$ cat config.mk
export PLATFORM = sky130hd
export DESIGN_NAME = hazard_stall_ctrl
export DESIGN_NICKNAME = d
export VERILOG_FILES = /design/src/rtl/hazard_stall_ctrl.sv
export SDC_FILE = /design/constraint.sdc
export NUM_CORES = 1
export LEC_CHECK = 0
export CAP_MARGIN = 10
export CORE_MARGIN = 2
export CORE_UTILIZATION = 40
export CTS_CLUSTER_SIZE = 25
export DETAILED_ROUTE_END_ITERATION = 6
export PLACE_DENSITY_LB_ADDON = 0.08
export SKIP_LAST_GASP = 1
export SYNTH_ARGS = -nofsm -noshare
export SYNTH_HDL_FRONTEND = slang
export SYNTH_SLANG_ARGS = --single-unit
$ cat constraint.sdc
create_clock -name clk -period 4.7 [get_ports clk]
set_input_delay 0.94 -clock clk [delete_from_list [all_inputs] [get_ports clk]]
set_output_delay 0.94 -clock clk [all_outputs]
set_load 0.03 [all_outputs]
$ cat src/rtl/hazard_stall_ctrl.sv
// rtl/hazard_stall_ctrl.sv - pipeline stall/flush control for the 5-stage RV32I core
// Optional stall/flush performance counters: HAZARD_STALL_PERF_EN.
module hazard_stall_ctrl #(
  parameter int DATA_W = 32
`ifdef HAZARD_STALL_PERF_EN
  ,
  parameter int CNT_W = 32
`endif
) (
  input  logic              clk,
  input  logic              rst,
  input  logic              icache_read,
  input  logic              icache_resp,
  input  logic [DATA_W-1:0] icache_rdata,
  input  logic              dcache_req,
  input  logic              dcache_resp,
  input  logic              idex_is_load,
  input  logic [4:0]        idex_rd,
  input  logic [4:0]        ifid_rs1,
  input  logic [4:0]        ifid_rs2,
  input  logic              ifid_uses_rs1,
  input  logic              ifid_uses_rs2,
  input  logic              br_taken,
  output logic              icache_req_en,
  output logic              dcache_req_en,
  output logic [DATA_W-1:0] ifid_instr,
  output logic [18:0]       pipe_ctrl,
  output logic              pc_ld,
  output logic              ifid_flush,
  output logic              idex_flush
`ifdef HAZARD_STALL_PERF_EN
  ,
  output logic [CNT_W-1:0]  stall_mem_cnt,
  output logic [CNT_W-1:0]  stall_lu_cnt,
  output logic [CNT_W-1:0]  flush_cnt
`endif
);

  // ifid_ireg_ld and ifid_pcreg_ld occupy the two MSBs of pipe_ctrl
  localparam logic [18:0] ALL_LD  = 19'h7FFFF;
  localparam logic [18:0] IFID_LD = 19'h60000;

  typedef enum logic {RUN, WAIT} state_t;

  state_t            state, state_next;
  logic              i_done, d_done;
  logic [DATA_W-1:0] ibuf;
  logic              i_pend, d_pend, mem_busy, advance, lu;

  assign i_pend   = icache_read & ~i_done & ~icache_resp;
  assign d_pend   = dcache_req & ~d_done & ~dcache_resp;
  assign mem_busy = i_pend | d_pend;
  assign advance  = ~mem_busy;

  assign lu = idex_is_load & (idex_rd != 5'd0) &
              ((ifid_uses_rs1 & (ifid_rs1 == idex_rd)) |
               (ifid_uses_rs2 & (ifid_rs2 == idex_rd)));

  assign ifid_instr = i_done ? ibuf : icache_rdata;

  always_comb begin
    state_next    = state;
    pipe_ctrl     = '0;
    pc_ld         = 1'b0;
    ifid_flush    = 1'b0;
    idex_flush    = 1'b0;
    icache_req_en = ~i_done;
    dcache_req_en = ~d_done;

    case (state)
      RUN:     state_next = mem_busy ? WAIT : RUN;
      WAIT:    state_next = advance ? RUN : WAIT;
      default: state_next = RUN;
    endcase

    if (rst) begin
      state_next    = RUN;
      ifid_flush    = 1'b1;
      idex_flush    = 1'b1;
      icache_req_en = 1'b0;
      dcache_req_en = 1'b0;
    end else if (mem_busy) begin
      // whole pipeline frozen; hazards are re-evaluated once memory is done
      pipe_ctrl = '0;
    end else if (br_taken) begin
      pipe_ctrl  = ALL_LD;
      pc_ld      = 1'b1;
      ifid_flush = 1'b1;
      idex_flush = 1'b1;
    end else if (lu) begin
      // hold PC and IF/ID, inject a bubble into ID/EX
      pipe_ctrl  = ALL_LD & ~IFID_LD;
      idex_flush = 1'b1;
    end else begin
      pipe_ctrl = ALL_LD;
      pc_ld     = 1'b1;
    end
  end

  always_ff @(posedge clk) begin
    if (rst) begin
      state  <= RUN;
      i_done <= 1'b0;
      d_done <= 1'b0;
      ibuf   <= '0;
    end else begin
      state <= state_next;
      if (mem_busy) begin
        if (icache_resp) begin
          i_done <= 1'b1;
          ibuf   <= icache_rdata;
        end
        if (dcache_resp) begin
          d_done <= 1'b1;
        end
      end else begin
        i_done <= 1'b0;
        d_done <= 1'b0;
      end
    end
  end

`ifdef HAZARD_STALL_PERF_EN
  always_ff @(posedge clk) begin
    if (rst) begin
      stall_mem_cnt <= '0;
      stall_lu_cnt  <= '0;
      flush_cnt     <= '0;
    end else begin
      if (mem_busy)                   stall_mem_cnt <= stall_mem_cnt + 1'b1;
      if (advance & lu & ~br_taken)   stall_lu_cnt  <= stall_lu_cnt + 1'b1;
      if (advance & br_taken)         flush_cnt     <= flush_cnt + 1'b1;
    end
  end
`endif

endmodule

# ---- Word-level counts from Yosys, hierarchy flattened
# Cells that the tools add are included.
# Widths: inputs -> output; s select.
dict set report op_classes {
  eq_ne 2
  mux 18
  bitwise_logic 15
  n_reduce_logical 3
}
# operator n
set ops {}
lappend ops {{$mux 19} 4}
lappend ops {{$mux 32} 1}
lappend ops {{$mux 1} 13}
lappend ops {{$eq 5x5->1} 2}
lappend ops {{$and 1x1->1} 8}
lappend ops {{$not 1->1} 5}
lappend ops {{$reduce_bool 5->1} 1}
lappend ops {{$or 1x1->1} 2}
lappend ops {{$reduce_and 2->1} 1}
lappend ops {{$reduce_or 2->1} 1}
dict set report word_totals {
  elab_cells 41
  reg_bits 34
  output_inout_bits 56
  inputBits 57
}

# ---- Logic depth before layout (Yosys ltp)
# Gate-level depths: netlist (run 1).
dict set report depth {
  depth_word 8
  mapped_depth 6
  ltp_nobuf 4
}

# ---- Least setup slack after synthesis (run 1)
# OpenSTA, ideal clock, no wires.
dict set report synth_timing {
  path_kind {input port to output port}
  from {input dcache_resp}
  to {output pipe_ctrl[17]}
  path_slack_ns 0.896
  path_stages 5
  required_time_ns 3.760
  t_arrival_ns 2.864
  n_path_buf 1
  path_cell_list {nor2_2 a22o_1 nor2_1 o31a_1 buf_4}
}
dict set report synth_between {
  elab_chain_len 5
}
# element line_no
set synth_rtl {}
lappend synth_rtl {{start: declaration} 16} ;# input logic dcache_resp,
lappend synth_rtl {{$not 1->1} 51} ;# assign d_pend = dcache_req & ~d_done & ~dcache_resp;
lappend synth_rtl {{$and 1x1->1} 51}
lappend synth_rtl {{$or 1x1->1} 52} ;# assign mem_busy = i_pend | d_pend;
lappend synth_rtl {{$mux 19} 82} ;# end else if (mem_busy) begin
lappend synth_rtl {{$mux 19} 76} ;# if (rst) begin
lappend synth_rtl {{end: declaration} 27} ;# output logic [18:0] pipe_ctrl,
# Every way passes these cells.

# ---- Final worst setup path (run 1)
dict set report layout_timing {
  from {input idex_rd[3]}
  to {output idex_flush}
}
dict set report layout_between {
  elab_chain_len 8
  word_cells_on_any_way 12
  classes_between {eq/ne (2); mux (4); bitwise (5); reduce/logical (1)}
}
# element line_no
set layout_rtl {}
lappend layout_rtl {{start: declaration} 18} ;# input logic [4:0] idex_rd,
lappend layout_rtl {{$eq 5x5->1, on equally long branches} {56, 57}}
lappend layout_rtl {{$and 1x1->1, on equally long branches} {56, 57}}
lappend layout_rtl {{$or 1x1->1} 56} ;# ((ifid_uses_rs1 & (ifid_rs1 == idex_rd)) |
lappend layout_rtl {{$and 1x1->1 *} 55} ;# assign lu = idex_is_load & (idex_rd != 5'd0) &
lappend layout_rtl {{$mux 1 *} 90} ;# end else if (lu) begin
lappend layout_rtl {{$mux 1 *} 85} ;# end else if (br_taken) begin
lappend layout_rtl {{$mux 1 *} 82}
lappend layout_rtl {{$mux 1 *} 76}
lappend layout_rtl {{end: declaration} 30} ;# output logic idex_flush
# Every way passes the cells marked *; elsewhere a longest branch is shown, timed or not.

==> results of run 1 <==
-- stage by stage --
step,util,hold slack [ns]
floorplan,-,0.433
global placement,0.642,0.439
detailed placement,0.642,0.443
CTS,0.673,0.456
global route,0.673,0.475
finish,0.673,0.455
-- routing by layer --
| metal | wire (um) | GRT usage | up-vias |
|---|---|---|---|
| met2 | 2430 | 0.344 | 80 |
| met1 | 2020 | 0.213 | 822 |
| met5 | 0 | 0 | - |
| li1 | - | - | 923 |
| met4 | 67 | 0.0650 | 0 |
| met3 | 423 | 0.0625 | 6 |
-- path summary, 6_finish.rpt --
path	slack, ns	to	startpoint	cells after the start
worst max register to register	2.84	ibuf[11]$_SDFFE_PP0P_	d_done$_SDFFE_PP0P_	4
worst max-delay path	0.77	idex_flush	idex_rd[3]	6
worst min-delay path	0.46	ibuf[16]$_SDFFE_PP0P_	ibuf[16]$_SDFFE_PP0P_	2
worst min register to register	0.46	ibuf[16]$_SDFFE_PP0P_	ibuf[16]$_SDFFE_PP0P_	2
-- where the power goes --
group | internal [mW] | switching [mW]
clock network | 0.213 | 0.114
registers | 0.298 | 0.00696
logic | 0.130 | 0.137
total | 0.640 | 0.258
-- flip-flops by register name, indices dropped and copies added (netlist names) --
register and count:
d_done 1, i_done 1, ibuf 32
-- kinds of logic after synthesis --
kind of cell | count (synthesis) | synth area share
and+or+nand+nor | 77 | 0.169
muxes | 32 | 0.193
buffers and inverters | 34 | 0.114
AOI/OAI and AO/OA | 39 | 0.113
DFF | 34 | 0.364
xor gates and xnor gates | 10 | 0.0469
-- cell type report --
type                            count  area, um2  share of cell area
Timing Repair Buffer              117       1110               0.373
Multi-Input combinational cell    158        975               0.328
Sequential cell                    34        681               0.229
Clock buffer                        5       68.8              0.0232
Clock inverter                      3       68.8              0.0232
Tap cell                           52       65.1              0.0219
Inverter                            1       3.75             0.00126
-- cells in the final DEF, fill, tap and decap left out, drive strengths merged --
cell / n
a22oi: 1
nand2: 64
o21ai: 1
a21oi: 33
clkbuf: 5
clkdlybuf4s50: 92
and3: 1
or4: 1
nand3: 1
nor4: 2
nor3: 2
a22o: 1
a32oi: 1
mux2: 32
xnor2: 2
o31a: 1
buf: 25
xor2: 8
and2: 1
nor2: 5
inv: 1
clkinv: 1
o31ai: 1
bufinv: 2
dfxtp: 34
-- worst max-delay path, stage by stage --
cell and delay [ns]:
clkdlybuf4s50_1 0.48, xor2_1 0.20, nor4_2 0.26, a32oi_1 0.15
o31ai_1 0.25, clkdlybuf4s50_1 0.71
==> results by group, run 1 <==
Job
  – Max-cap viol count: 0

Clocking
  – # H-tree levels: 2
  – CTS clk-pin slew, worst paths: 0.07 ns
  – Root Buffer: clkbuf_8
  – # resized after CTS: 0
  – Cts bufs inserted: 5
  – Post-CTS setup buffers: 0
  – Clock Tree Buf Depth: 2
  – Hold Buf Count CTS: 0
  – Skew-Pair Late Insertion Delay: 0.29 ns
  – CTS tree: built
  – Clock Sink Count: 34

Yosys
  – Post-Syn Area per Cell: 8.27 um2
  – Mapped Area: 1870 um2
  – Synth Net Count: 283
  – YS warnings: 0
  – Cell with the most instances after synthesis: nand2_1
  – Flop and latch count out of synthesis: 34
  – Synth top area share: 0.364
  – Most frequent cells after synthesis: 64 x nand2_1, 34 x dfxtp_1, 33 x a21oi_1
  – Main synth FF type: dfxtp_1
  – Post-synth cell types: 25
  – Mapped Cells: 226
  – Post-synth EDFFs: 0
  – Post-synth top area cell: dfxtp_1
  – Asr flop ratio synth: 0
  – Most area-consuming cells after synthesis: dfxtp_1 36%, mux2_2 19%, nand2_1 13%
  – Seq/Total Area, Yosys: 0.364

Cells and area
  – Layout Nets: 374
  – Fillers: 393
  – Layout cell share with drive strength beyond 1: 0.211
  – N_diodes: 0
  – Final Instance Area: 2970 um2
  – Post-route non-filler standard cell count: 370
  – Layout area overhead: 59.0%

Power
  – Leak: 1.11 nW
  – Maximum VDD drop: 0.215 mV
  – Total Power: 0.899 mW
  – Pwr Density: 303 nW/um2

Timing
  – Setup violators final: 0
  – Pins over their slew limit: 0
  – Final Hold Viols: 0
  – Post-Route Setup TNS: 0 ns
  – Max Clk Rate: 0.255 GHz
  – Tmin final: 3.93 ns
  – RSZ-0062 raised after global routing: false
  – Worst Max-Slew Pin Slew: 1.17 ns
  – Max Clock Skew: 0.00640 ns
  – Final Cycle Share: 0.835
  – Relative slew margins: 0.221
  – Final worst setup slack: 0.773 ns

Place
  – GP Congestion: 0.714
  – IO buf count: 112
  – Pre-CTS setup slack: 0.780 ns
  – DPL Wire Length: 3.53 mm
  – Placed cell area: 2830 um2
  – Inst Count DP: 362

Floorplanning
  – Die area: 5230 um2
  – Initial Util: 0.423
  – Site row count: 24
  – Core Region: 4410 um2
  – Die X: 72.3 um
  – # IOs: 113
  – Die height: 72.3 um

Detailed routing
  – Routed len/inst: 13.3 um
  – DR pass1 iterations: 4
  – Post-Route WL: 4.94 mm
  – DRC: 0
  – Initial DRC count: 104
  – Detail Route Antenna Nets: 0
  – DR vias/cell: 4.95
  – DR vias: 1,831

Worst setup path
  – Critical Path Fanout Max: 3
  – CP arrival: 2.99 ns
  – Required time worst endpoint: 3.76 ns
  – Worst Setup Path Type: in -> out
  – CP endpoint kind: primary output
  – Type of origin of the critical path: primary input

Global routing
  – Initial antenna violation count: 0
  – First-pass GRT wire length: 7.91 mm
  – Overall routing resource usage: 0.192
  – Pin count of the biggest net entering global routing: 33
  – Number of global-route vias before repair: 1,793
  – GRT overflow: 0

Run status
  – Outcome: completed

Hold path
  – Worst Hold Class: reg -> reg
Power figures use the tool's default switching activity.
==> run 2: changes to the inputs <==
--- a/config.mk
+++ b/config.mk
@@ -7,7 +7,7 @@
 export LEC_CHECK = 0
 export CAP_MARGIN = 10
 export CORE_MARGIN = 2
-export CORE_UTILIZATION = 40
+export CORE_UTILIZATION = 37
 export CTS_CLUSTER_SIZE = 25
 export DETAILED_ROUTE_END_ITERATION = 6
 export PLACE_DENSITY_LB_ADDON = 0.08
==> constraint.sdc (replaced) <==
create_clock -name clk -period 3.9 [get_ports clk]
set_input_delay 0.78 -clock clk [delete_from_list [all_inputs] [get_ports clk]]
set_output_delay 0.78 -clock clk [all_outputs]
set_load 0.03 [all_outputs]
==> results by group, run 2 (synthesis gave the netlist of run 1 again) <==
Cells and area
  – Top Registers: ibuf x32, d_done x1, i_done x1
  – Max reg flops: 32 (unchanged)
  – Layout cell share with drive strength beyond 1: 0.213 (+0.00247)
  – N_diodes: 0 (unchanged)
  – Fillers: 444 (+13%)
  – Layout Nets: 375 (+0.27%)
  – Biggest register: ibuf
  – Most frequent cells in the layout: 91 x clkdlybuf4s50_1, 64 x nand2_1, 34 x dfxtp_1
  – Commonest non-fill, non-tap cell in the layout: clkdlybuf4s50_1
  – Layout area overhead: 57.5%

Detailed routing
  – Initial DRC count: 50 (-52%)
  – Routed len/inst: 12.0 um (-9.9%)
  – DR pass1 iterations: 2 (-2)
  – DRC: 0 (unchanged)
  – DR vias: 1,801 (-1.6%)
  – Detail Route Antenna Nets: 0 (unchanged)
  – Post-Route WL: 4.64 mm (-6.0%)
  – DR vias/cell: 4.67 (-5.7%)

Floorplanning
  – # IOs: 113 (unchanged)
  – Core Region: 4790 um2 (+8.4%)
  – Die X: 75.1 um (+3.8%)
  – Site row count: 25 (+4.2%)
  – Initial Util: 0.390 (-0.0329)
  – Die area: 5630 um2 (+7.6%)
  – Die height: 75.1 um (+3.8%)

Clocking
  – Hold Buf Count CTS: 0 (unchanged)
  – Skew-Pair Late Insertion Delay: 0.28 ns (about the same)
  – # H-tree levels: 2 (unchanged)
  – Clock Tree Buf Depth: 2 (unchanged)
  – Post-CTS setup buffers: 0 (unchanged)
  – Root Buffer: clkbuf_8
  – # resized after CTS: 0 (unchanged)
  – CTS tree: built
  – CTS clk-pin slew, worst paths: 0.07 ns (about the same)
  – Cts bufs inserted: 5 (unchanged)
  – Clock Sink Count: 34 (unchanged)

Timing
  – Final Cycle Share: 0.834
  – Worst Max-Slew Pin Slew: 0.492 ns (-0.677 ns)
  – Pins over their slew limit: 0 (unchanged)
  – Final worst setup slack: 0.647 ns (-0.126 ns)
  – Max Clk Rate: 0.307 GHz
  – Post-Route Setup TNS: 0 ns (unchanged)
  – Tmin final: 3.25 ns
  – Final Hold Viols: 0 (unchanged)
  – Setup violators final: 0 (unchanged)
  – Relative slew margins: 0.671 (+0.450)
  – Max Clock Skew: 0.0102 ns (+0.00376 ns)
  – Min Hold Slack: 0.454 ns (-0.00145 ns)
  – RSZ-0062 raised after global routing: false

Worst setup path
  – Type of origin of the critical path: primary input
  – Critical Path Fanout Max: 5 (+2)
  – R2R Setup Slk: 2.60 ns (-0.24 ns)
  – Required time worst endpoint: 3.12 ns (-0.64 ns)
  – CP arrival: 2.47 ns (-0.52 ns)
  – Worst Setup Path Type: in -> out
  – CP endpoint kind: primary output

Global routing
  – Pin count of the biggest net entering global routing: 33 (unchanged)
  – Overall routing resource usage: 0.161 (-0.0309)
  – Global Route met3 Usage: 0.0495 (-0.0130)
  – GR peak layer: met2
  – Initial antenna violation count: 0 (unchanged)
  – GRT overflow: 0 (unchanged)
  – M1 GR Usage: 0.194 (-0.0189)
  – Number of global-route vias before repair: 1,592 (-11%)
  – GRT met2 Usage: 0.273 (-0.0706)
  – First-pass GRT wire length: 7.00 mm (-12%)

Job
  – Max-cap viol count: 0 (unchanged)

Hold path
  – Worst Hold Class: reg -> reg

Place
  – Pre-CTS setup slack: 0.645 ns (-0.135 ns)
  – DPL Wire Length: 3.49 mm (-1.1%)
  – GP Congestion: 0.690 (-3.3%)
  – IO buf count: 112 (unchanged)

Power
  – Leak: 1.10 nW (-1.5%)
  – Pwr Density: 319 nW/um2 (+5.3%)
  – Maximum VDD drop: 0.265 mV (+23%)

Run status
  – Outcome: completed
-- run 2: changes by cell type in the layout (fill, tap and decap cells not counted) --
cell / delta
bufinv_16: -2
clkinv_2: +1
buf_4: +2
clkdlybuf4s50_1: -1
clkbuf_1: +1
-- run 2: worst paths after layout --
check                  startpoint              endpoint  cells after the start
max                   dcache_resp            ifid_flush                      6
min          ibuf[7]$_SDFFE_PP0P_  ibuf[7]$_SDFFE_PP0P_                      2
max reg2reg   d_done$_SDFFE_PP0P_  ibuf[0]$_SDFFE_PP0P_                      5
min reg2reg  ibuf[7]$_SDFFE_PP0P_  ibuf[7]$_SDFFE_PP0P_                      2
-- run 2: critical path, stage by stage --
cell,delay [ns]
clkdlybuf4s50_1,0.47
nor2_2,0.06
a22oi_1,0.28
a21oi_1,0.13
inv_1,0.08
clkdlybuf4s50_1,0.67
-- run 2: final cells by class --
type / count / area, um2 / share of cell area
well taps: 67 / 83.8 / 0.0285
repair buffers: 118 / 1110 / 0.378
flip-flops and latches: 34 / 681 / 0.231
clock buffers: 6 / 72.6 / 0.0247
clock inverters: 2 / 13.8 / 0.00468
inverters: 1 / 3.75 / 0.00128
multi-input cells: 158 / 975 / 0.331
-- run 2: power by group --
| group | switching, mW | internal [mW] |
|---|---|---|
| logic | 0.167 | 0.157 |
| clock network | 0.124 | 0.126 |
| registers | 0.00522 | 0.359 |
| total | 0.297 | 0.641 |
-- run 2: through the flow --
| stage | cells | area, um2 | util | total power, mW |
|---|---|---|---|---|
| 2_1_floorplan | 226 | 1870 | - | 0.565 |
| 3_3_place_gp | 378 | 2860 | 0.597 | 0.697 |
| 3_5_place_dp | 378 | 2860 | 0.597 | 0.699 |
| 4_1_cts | 386 | 2940 | 0.615 | 0.950 |
| 5_1_grt | 386 | 2940 | 0.615 | 0.980 |
| 6_report | 386 | 2940 | 0.615 | 0.938 |
-- run 2: layer usage --
| metal | share of wire | up-vias |
|---|---|---|
| met5 | 0 | - |
| met4 | 0.011 | 0 |
| met3 | 0.086 | 7 |
| met2 | 0.48 | 70 |
| met1 | 0.42 | 797 |
| li1 | - | 927 |
